**config.mk**
```make
export PLATFORM = sky130hd
export DESIGN_NAME = card_authorizer
export DESIGN_NICKNAME = d
export VERILOG_FILES = /design/src/rtl/card_auth_pkg.sv /design/src/rtl/auth_balance.sv /design/src/rtl/card_authorizer.sv
export SDC_FILE = /design/constraint.sdc
export NUM_CORES = 1
export LEC_CHECK = 0
export ABC_AREA = 0
export ABC_CLOCK_PERIOD_IN_PS = 3400
export CAP_MARGIN = 10
export CELL_PAD_IN_SITES_DETAIL_PLACEMENT = 1
export CELL_PAD_IN_SITES_GLOBAL_PLACEMENT = 1
export CORE_ASPECT_RATIO = 1.75
export CORE_MARGIN = 2
export CORE_UTILIZATION = 38
export DETAILED_ROUTE_END_ITERATION = 8
export PLACE_DENSITY = 0.84
export SETUP_SLACK_MARGIN = 0.15
export SYNTH_ARGS = -nofsm -noshare
export SYNTH_HDL_FRONTEND = slang
export SYNTH_SLANG_ARGS = --single-unit
```
**constraint.sdc**
```tcl
create_clock -name CLK -period 3.4 [get_ports CLK]
set_input_delay 0.68 -clock CLK [delete_from_list [all_inputs] [get_ports CLK]]
set_output_delay 0.68 -clock CLK [all_outputs]
set_load 0.1 [all_outputs]
```
**src/rtl/card_auth_pkg.sv**
```systemverilog
// card_auth_pkg: shared widths and FSM state encoding for the card authorizer
package card_auth_pkg;
    localparam int BAL_W_DEFAULT = 8;
    localparam int COST_W = 3;
    typedef enum logic [2:0] {IDLE, CHECK, GRANT, DENY_WAIT, DONE_WAIT} auth_state_t;
endpackage

```
**src/rtl/auth_balance.sv**
```systemverilog
// auth_balance: balance register; debit applied before a saturating top-up (clk, rst_n, debit_en/amt, topup_en/amt -> balance)
module auth_balance import card_auth_pkg::*; #(
    parameter int BAL_W = BAL_W_DEFAULT,
    parameter logic [BAL_W-1:0] INIT_BALANCE = '0
) (
    input  logic             clk,
    input  logic             rst_n,
    input  logic             debit_en,
    input  logic [BAL_W-1:0] debit_amt,
    input  logic             topup_en,
    input  logic [BAL_W-1:0] topup_amt,
    output logic [BAL_W-1:0] balance
);
    logic [BAL_W:0] diff;
    logic [BAL_W:0] sum;
    assign diff = {1'b0, balance} - (debit_en ? {1'b0, debit_amt} : '0);
    assign sum  = diff + (topup_en ? {1'b0, topup_amt} : '0);
    always_ff @(posedge clk) begin
        if (!rst_n) balance <= INIT_BALANCE;
        else balance <= sum[BAL_W] ? '1 : sum[BAL_W-1:0];
    end
endmodule

```
**src/rtl/card_authorizer.sv**
```systemverilog
// card_authorizer: captures COST on card request, grants/denies after AUTH_LATENCY edges, debits on VEND; outputs VALID_TRAN, DENIED, BUSY, BALANCE
module card_authorizer import card_auth_pkg::*; #(
    parameter int AUTH_LATENCY = 2,
    parameter int BAL_W = BAL_W_DEFAULT,
    parameter int unsigned INIT_BALANCE = 0
) (
    input  logic              CLK,
    input  logic              RESET,
    input  logic              CARD_IN,
    input  logic [COST_W-1:0] COST,
    input  logic              VEND,
    input  logic              FAILED_TRAN,
    input  logic              TOPUP_EN,
    input  logic [BAL_W-1:0]  TOPUP_AMT,
    output logic              VALID_TRAN,
    output logic              DENIED,
    output logic              BUSY,
    output logic [BAL_W-1:0]  BALANCE
);
    auth_state_t state, state_n;
    logic [2:0] cnt;
    logic [COST_W-1:0] resv;
    logic debit_en, denied_n, afford;
    assign afford = BALANCE >= BAL_W'(resv);
    always_comb begin
        state_n  = state;
        debit_en = 1'b0;
        denied_n = 1'b0;
        case (state)
            IDLE: state_n = (CARD_IN && COST != '0) ? CHECK : IDLE;
            CHECK: begin
                if (!CARD_IN) state_n = IDLE;
                else if (cnt == '0) begin
                    state_n  = afford ? GRANT : DENY_WAIT;
                    denied_n = !afford;
                end
            end
            GRANT: begin
                if (VEND) begin
                    state_n  = DONE_WAIT;
                    debit_en = 1'b1;
                end else if (FAILED_TRAN || !CARD_IN) state_n = IDLE;
            end
            DENY_WAIT, DONE_WAIT: state_n = (COST == '0 || !CARD_IN) ? IDLE : state;
            default: state_n = IDLE;
        endcase
    end
    always_ff @(posedge CLK) begin
        if (!RESET) begin
            state      <= IDLE;
            cnt        <= '0;
            resv       <= '0;
            VALID_TRAN <= 1'b0;
            DENIED     <= 1'b0;
            BUSY       <= 1'b0;
        end else begin
            state      <= state_n;
            cnt        <= (state == IDLE) ? 3'(AUTH_LATENCY - 1) : (cnt == '0 ? cnt : cnt - 3'd1);
            resv       <= (state == IDLE && state_n == CHECK) ? COST : resv;
            VALID_TRAN <= state_n == GRANT;
            DENIED     <= denied_n;
            BUSY       <= state_n != IDLE;
        end
    end
    auth_balance #(.BAL_W(BAL_W), .INIT_BALANCE(BAL_W'(INIT_BALANCE))) u_bal (
        .clk(CLK),
        .rst_n(RESET),
        .debit_en(debit_en),
        .debit_amt(BAL_W'(resv)),
        .topup_en(TOPUP_EN),
        .topup_amt(TOPUP_AMT),
        .balance(BALANCE)
    );
endmodule

```
==> out/metrics.cfg <==
[status]
status = completed

[layout]
seq_area_um2 = 400.4
postLayoutCoreUtil = 0.5448
multi_input_area_um2 = 978.4
areaGrowthSynthToFinish_pct = 36.44
fill_cells = 459
antennaDiodeCount = 0
fin_area_um2 = 1977
drive_above_1_share = 0.1591
fin_nets = 260

[grt]
antenna_found_initial = 0
overflow = 0
grt_pass1_wl_mm = 7.859
track_usage = 0.2450
grt_max_degree = 14
grt_pass1_vias = 1657

[power]
ir_drop_uv = 639.2
power.leakage_nw = 0.8975
total_power_mw = 2.099
power.density_nw_per_um2 = 1062

[placed_design]
port-buffer-count = 27
place_congestion = 0.8061
post-dp-hpwl_mm = 3.852
dp_slack_ns = -0.4336
dpl_cell_area_um2 = 1822

[synthesis]
synthArstFlopShare = 0
avgSynthCellArea_um2 = 7.961
ys_types = 38
ys_ff_latch = 20
yosysWarnings = 0
ys_seq_area_frac = 0.2763
syn_inst = 182
yosysMostFrequentCell = inv_1
ys_top_cells_by_count = 32 x inv_1, 20 x dfxtp_1, 19 x ha_1, 16 x nand2_1, 10 x nor2_1
synth_top_area_cell = dfxtp_1
syn-num-nets = 221
syn_area_um2 = 1449
yosys-top-cells-area = dfxtp_1 28%, ha_1 16%, inv_1 8.3%, fa_1 4.1%, nand2_1 4.1%
synth_top_area_share = 0.2763
synth-main-ff-cell = dfxtp_1
synth-edff-count = 0

[cts]
cts_made_buffers = 3
clock-sinks = 20
ctsHoldBuffers = 0
cts_root_buffer = clkbuf_8
clkTransAtPathRegs_ns = 0.07
cts-htree-levels = 1
tritoncts = done
cts_buffer_depth = 2
clk_latency_ns = 0.26

[die]
fp.dieH_um = 85.69
boundaryPins = 28
die_x_um = 50.68
start_util = 0.3993
core-area_um2 = 3628
dieArea_um2 = 4342
rows = 29

[sta]
finalHoldViolCount = 0
fmax_mhz = 314.6
post-route-period-util = 0.9350
slew_violations = 0
fin_crit_ns = 3.179
fin_ws_ns = 0.2211
relSlewSlack = 0.3487
setup_viol = 0
rsz0062_at_grt = false
finClkSkew_ns = 0.002409
worst_slew_pin_slew_ns = 0.9739

[worst_setup_path]
crit_family = adder cells
required_ns = 3.56
slowest_delay_ns = 0.59
startpoint_type = input pin
cp-end-kind = flip-flop
criticalPathCategory = input pin to flip-flop
cp_max_fo = 6
cp_cell_sequence = clkdlybuf4s50_1 -> buf_4 -> nand2_1 -> fa_2 -> inv_1 -> ha_1 -> a211oi_2 -> nor2_1 -> o41ai_2 -> xnor2_1 -> o21a_1
cp_slowest_cell = fa_2
cp.arrival_ns = 3.34
critPathBufInv = 3

[drt]
drt_iter0_drc = 31
wl_mm = 4.872
vias = 1474
drcViolationCount = 0
final_antenna_net_count = 0
firstDrtPassIters = 4
vias_per_cell = 5.541
wl_per_cell_um = 18.32

[hold_path]
min_path_type = flip-flop to flip-flop

[run]
maxCapViolCount = 0

## worst reg2reg max path, stage by stage, from the launching register on
cell and delay (ns):
dfxtp_1 0.35, inv_1 0.11, nor4_4 0.33, fa_2 0.53, fa_2 0.41, nand2b_1 0.18
a21oi_2 0.17, o31ai_2 0.10, xnor2_2 0.14, buf_4 0.16, o21a_1 0.19
## registers in the layout (all words and copies together) (netlist names)
name           cells
u_bal.balance      8
cnt                3
resv               3
state              3
BUSY               1
DENIED             1
VALID_TRAN         1
## through the flow
step	cells	hold WS, ns	TNS, ns
floorplan	182	0.4363	0
detailed placement	261	0.4746	-3.214
global route	266	0.5122	0
CTS	265	0.4861	0
global placement	261	0.4486	-1.714
finish	266	0.4879	0
## metal layers
layer,wire length [um],global-route usage
met5,0,0
met4,167,0.1302
met3,132,0.02265
met2,3003,0.5156
met1,1568,0.2096
## logic make-up after synthesis
group / count (synthesis) / share of synthesized area
simple gates: 60 / 0.2150
buf+inv: 38 / 0.09930
compound gates: 35 / 0.1606
fa+ha+maj: 22 / 0.2055
flops: 20 / 0.2763
xor+xnor: 6 / 0.03627
mux: 1 / 0.006909
## cells in the final DEF (no fill, tap or decap), types with 3 or more instances in the layout
master	Yosys	layout
nand2b_1	5	5
nand4b_1	3	3
nand3_1	3	3
clkbuf_8	0	3
o21a_1	7	7
dfxtp_1	20	20
ha_1	19	19
inv_1	32	32
xnor2_1	6	5
nor3_1	8	7
clkdlybuf4s50_1	0	19
a21oi_1	8	7
nor2_1	10	10
nand2_1	16	15
a211oi_1	4	3
buf_4	0	19
o21ai_0	5	5
## final timing paths
check        startpoint                to  slack (ns)  cells past startpoint
max reg2reg     resv[1]  u_bal.balance[7]        0.62                     10
min             resv[2]           resv[2]        0.49                      2
max            TOPUP_EN  u_bal.balance[7]        0.22                     11
min reg2reg     resv[2]           resv[2]        0.49                      2
## cell type report
| type | instances | share of cell area |
|---|---|---|
| clock buffers | 3 | 0.02089 |
| inverters | 33 | 0.06266 |
| multi-input cells | 124 | 0.4949 |
| well taps | 46 | 0.02911 |
| clock inverters | 1 | 0.01519 |
| flip-flops and latches | 20 | 0.2025 |
| repair buffers | 39 | 0.1747 |
## power breakdown
group | switching (mW) | internal [mW]
Clock | 0.0803 | 0.157
Sequential | 0.0554 | 0.296
Combinational | 0.953 | 0.557
Total | 1.09 | 1.01
## what timing repair did
action	4_1_cts	5_1_grt
setup buffers	0	1
endpoints found under the setup margin	8	8
resized for setup	13	3
pin swaps	2	3
Power figures use the tool's default switching activity.
